$ cat config.mk
export PLATFORM = sky130hd
export DESIGN_NAME = seq_divider
export DESIGN_NICKNAME = d
export VERILOG_FILES = /design/src/rtl/seq_divider.sv
export SDC_FILE = /design/constraint.sdc
export NUM_CORES = 1
export LEC_CHECK = 0
export CAP_MARGIN = 20
export CORE_ASPECT_RATIO = 0.75
export CORE_MARGIN = 4
export CORE_UTILIZATION = 45
export DETAILED_ROUTE_END_ITERATION = 7
export GPL_ROUTABILITY_DRIVEN = 0
export PLACE_DENSITY_LB_ADDON = 0.05
export SLEW_MARGIN = 20
export SYNTH_ARGS = -nofsm -noshare
export SYNTH_HDL_FRONTEND = slang
export SYNTH_SLANG_ARGS = --single-unit
export TNS_END_PERCENT = 100
$ cat constraint.sdc
create_clock -name clk -period 7.3 [get_ports clk]
set_clock_uncertainty 0.15 [all_clocks]
set_input_delay 0.73 -clock clk [delete_from_list [all_inputs] [get_ports clk]]
set_output_delay 0.73 -clock clk [all_outputs]
set_load 0.02 [all_outputs]
$ cat src/rtl/seq_divider.sv
// seq_divider: multi-cycle unsigned restoring divider, one quotient bit per cycle.
// Ports:
//   clk, rst            rising-edge clock, synchronous active-high reset
//   start               request an op (sampled only in IDLE)
//   dividend, divisor   operands, captured with start
//   quotient, remainder results, held from the done cycle until the next done
//   busy                high while the shift/subtract iterations run
//   done                one-cycle pulse when results are valid
//   div_zero            current results came from a divide-by-zero request
module seq_divider #(
    parameter int unsigned WIDTH = 32
) (
    input  logic             clk,
    input  logic             rst,
    input  logic             start,
    input  logic [WIDTH-1:0] dividend,
    input  logic [WIDTH-1:0] divisor,
    output logic [WIDTH-1:0] quotient,
    output logic [WIDTH-1:0] remainder,
    output logic             busy,
    output logic             done,
    output logic             div_zero
);

    localparam int unsigned CW = $clog2(WIDTH);

    typedef enum logic [1:0] {
        IDLE = 2'd0,
        RUN  = 2'd1,
        DONE = 2'd2
    } state_t;

    state_t           state;
    state_t           state_nxt;
    logic [WIDTH-1:0] r_reg;
    logic [WIDTH-1:0] q_reg;
    logic [WIDTH-1:0] d_reg;
    logic [CW-1:0]    cnt;

    logic [WIDTH:0]   trial;
    logic [WIDTH:0]   diff;
    logic [WIDTH-1:0] r_step;
    logic [WIDTH-1:0] q_step;

    // One restoring iteration: shift in the next dividend bit, trial-subtract.
    always_comb begin
        trial  = {r_reg, q_reg[WIDTH-1]};
        diff   = trial - {1'b0, d_reg};
        r_step = trial[WIDTH-1:0];
        q_step = {q_reg[WIDTH-2:0], 1'b0};
        if (!diff[WIDTH]) begin
            r_step = diff[WIDTH-1:0];
            q_step = {q_reg[WIDTH-2:0], 1'b1};
        end
    end

    // Next-state logic.
    always_comb begin
        state_nxt = state;
        case (state)
            IDLE: begin
                if (start) begin
                    state_nxt = (divisor == '0) ? DONE : RUN;
                end
            end
            RUN: begin
                if (cnt == '0) begin
                    state_nxt = DONE;
                end
            end
            DONE:    state_nxt = IDLE;
            default: state_nxt = IDLE;
        endcase
    end

    // State, datapath and registered outputs.
    always_ff @(posedge clk) begin
        if (rst) begin
            state     <= IDLE;
            r_reg     <= '0;
            q_reg     <= '0;
            d_reg     <= '0;
            cnt       <= '0;
            quotient  <= '0;
            remainder <= '0;
            busy      <= 1'b0;
            done      <= 1'b0;
            div_zero  <= 1'b0;
        end else begin
            state <= state_nxt;
            busy  <= (state_nxt == RUN);
            done  <= (state_nxt == DONE);
            case (state)
                IDLE: begin
                    if (start) begin
                        r_reg <= '0;
                        q_reg <= dividend;
                        d_reg <= divisor;
                        cnt   <= CW'(WIDTH - 1);
                        // Divide-by-zero bypasses RUN and publishes results directly.
                        if (divisor == '0) begin
                            quotient  <= '1;
                            remainder <= dividend;
                            div_zero  <= 1'b1;
                        end
                    end
                end
                RUN: begin
                    r_reg <= r_step;
                    q_reg <= q_step;
                    cnt   <= cnt - 1'b1;
                    if (cnt == '0) begin
                        quotient  <= q_step;
                        remainder <= r_step;
                        div_zero  <= 1'b0;
                    end
                end
                default: ;
            endcase
        end
    end

endmodule

==> out/qor.csv <==
metric,value,unit
cp.required,7430,ps
post-cts-setup-buffer-count,0,
initial_core_util,46.0,%
dr.pass1.iters,5,
drt-wirelength-per-cell,16.4,µm
tightest_slew,1030,ps
synth_area_leaders,"dfxtp_1 40%, nand2_1 9.0%, a21oi_1 6.1%",
hold_viol_final,0,
yosysWarnings,0,
n_antenna_cell,0,
h-tree-depth,4,
hold_path_class,reg2reg,
vias,7821,
final_cell_count_no_fill,1426,
setup-tns-final,0,ps
synthCells,1081,
slew_headroom,31.1,%
utilization,56.8,%
synthToLayoutAreaGrowth,23.4,%
synth_cell_type_count,58,
cts-root-buf,clkbuf_16,
synth_nets,1182,
vdd_drop_max,798,µV
dpl_cell_area,9950,µm²
end_kind,flop,
core-area,18600,µm²
cp_slowest_cell,or2_2,
crit_type,in2reg,
synth_most_common_cell,nand2_1,
synth_edf_count,0,
place_inst,1393,
fillerInstances,1795,
nets,1267,
synth_top_cell_area_share,39.8,%
synthesis.area,8550,µm²
dp_slack,2700,ps
ys_seq_area_share,39.8,%
drive_gt1_share,5.17,%
post_cts_resize_count,0,
cpPeakStageDelay,830,ps
dieArea,21300,µm²
async_flop_share,0,%
grt_setup_unrepaired,false,
antenna_found_initial,0,
maxCapViolCount,0,
synth.largest_area_cell,dfxtp_1,
grt_usage,21.8,%
setup_viol,0,
die_width,167,µm
synthFlopType,dfxtp_1,
clk_pin_slew,70,ps
cts_max_path_buffers,2,
vias_per_cell,5.48,
cts_sinks,170,
drtIter0Drc,570,
reg2reg_slack,3260,ps
grt_overflow,0,
slew_violations,0,
cts_buffers,17,
period_minus_slack,4110,ps
hpwl,16300,µm
grt_pass1_wl,38000,µm
crit_top_cell,nor4_1,
io_buffers,133,
stdcell_area,10600,µm²
die_y,127,µm
cellLeakagePower,3.92,nW
clkLatencyLatePin,440,ps
cp-start-kind,input pin,
grt_max_degree,95,
synthTopCellsByCount,"206 x nand2_1, 170 x dfxtp_1, 122 x nor2_1",
period_share,56.4,%
holdWs,303,ps
cts_hold_buf,0,
setup_ws,3190,ps
finalPower,4.91,mW
status,completed,
routed_wl,23300,µm
cts_tree,yes,
synth_seq_cells,170,
syn_avg_cell_area,7.91,µm²
fmaxAchievable,243,MHz
powerDensity,465,nW/µm²
grt_pass1_vias,7273,
path_cells,"clkdlybuf4s50_1, nor4_1, nand2_1, nor4_1, or2_2, buf_4, o211a_1, nor3_1",
drcViolationCount,0,
fp-row-count,43,
ios,134,
ant_nets,0,
cp_data_arrival_time,4250,ps
critical_path.max_fanout,48,
worst paths after layout:
check | startpoint | endpoint | depth (start not counted)
worst min register to register | remainder[13] | remainder[13] | 2
worst max-delay path | divisor[14] | remainder[20] | 8
worst min-delay path | remainder[13] | remainder[13] | 2
worst max register to register | q_reg[31] | remainder[9] | 14
final cells by class:
type | instances | area, µm² | share of cell area (%)
clock buffers | 17 | 425 | 4.03
clock inverters | 15 | 154 | 1.46
inverters | 38 | 143 | 1.35
multi-input cells | 796 | 4700 | 44.5
flip-flops and latches | 170 | 3400 | 32.3
well taps | 247 | 309 | 2.93
repair buffers | 143 | 1420 | 13.4
critical path: cells and delay by family:
| family | cells | cell delay (ps) |
|---|---|---|
| AO/OA/AOI/OAI | 1 | 200 |
| buffers and inverters | 2 | 930 |
| AND/OR/NAND/NOR | 5 | 2360 |
where the power goes:
group	switching, mW	internal [mW]
registers	0.108	1.06
logic	1.66	1.18
clock network	0.437	0.456
total	2.21	2.70
cell usage in the layout, fill, tap and decap left out, types with 6 or more instances in the layout:
cell and instances:
a211o_1 19, a211oi_1 46, a21o_1 12, a21oi_1 105, a311oi_1 33, buf_4 10
clkbuf_16 17, clkdlybuf4s50_1 132, dfxtp_1 170, ha_1 33, inv_1 38, mux2i_1 22
nand2_1 205, nand2b_1 9, nand4_1 7, nor2_1 121, nor3_1 11, nor4_1 11
o21ai_0 50, or3_1 6, xnor2_1 21, xor2_1 8
per-layer routing:
layer  global-route usage [%]  share of wire (%)  wire length [µm]
met1                     30.4                 48             11300
met2                     33.5                 44             10400
met3                     6.19                6.0              1400
met4                     5.44                1.1               261
met5                        0                  0                 0
cells by family (layout without fill, tap and decap cells):
kind of cell    count (synthesis)  count (layout)  share of synthesized area [%]
simple gates                  398             398                           19.4
compound gates                310             310                           24.0
flops                         170             170                           39.8
buf+inv                       115             213                           5.50
fa+ha+maj                      34              34                           5.07
xor+xnor                       30              30                           3.29
mux                            24              24                           2.84
(Power assumes the default switching activity.)
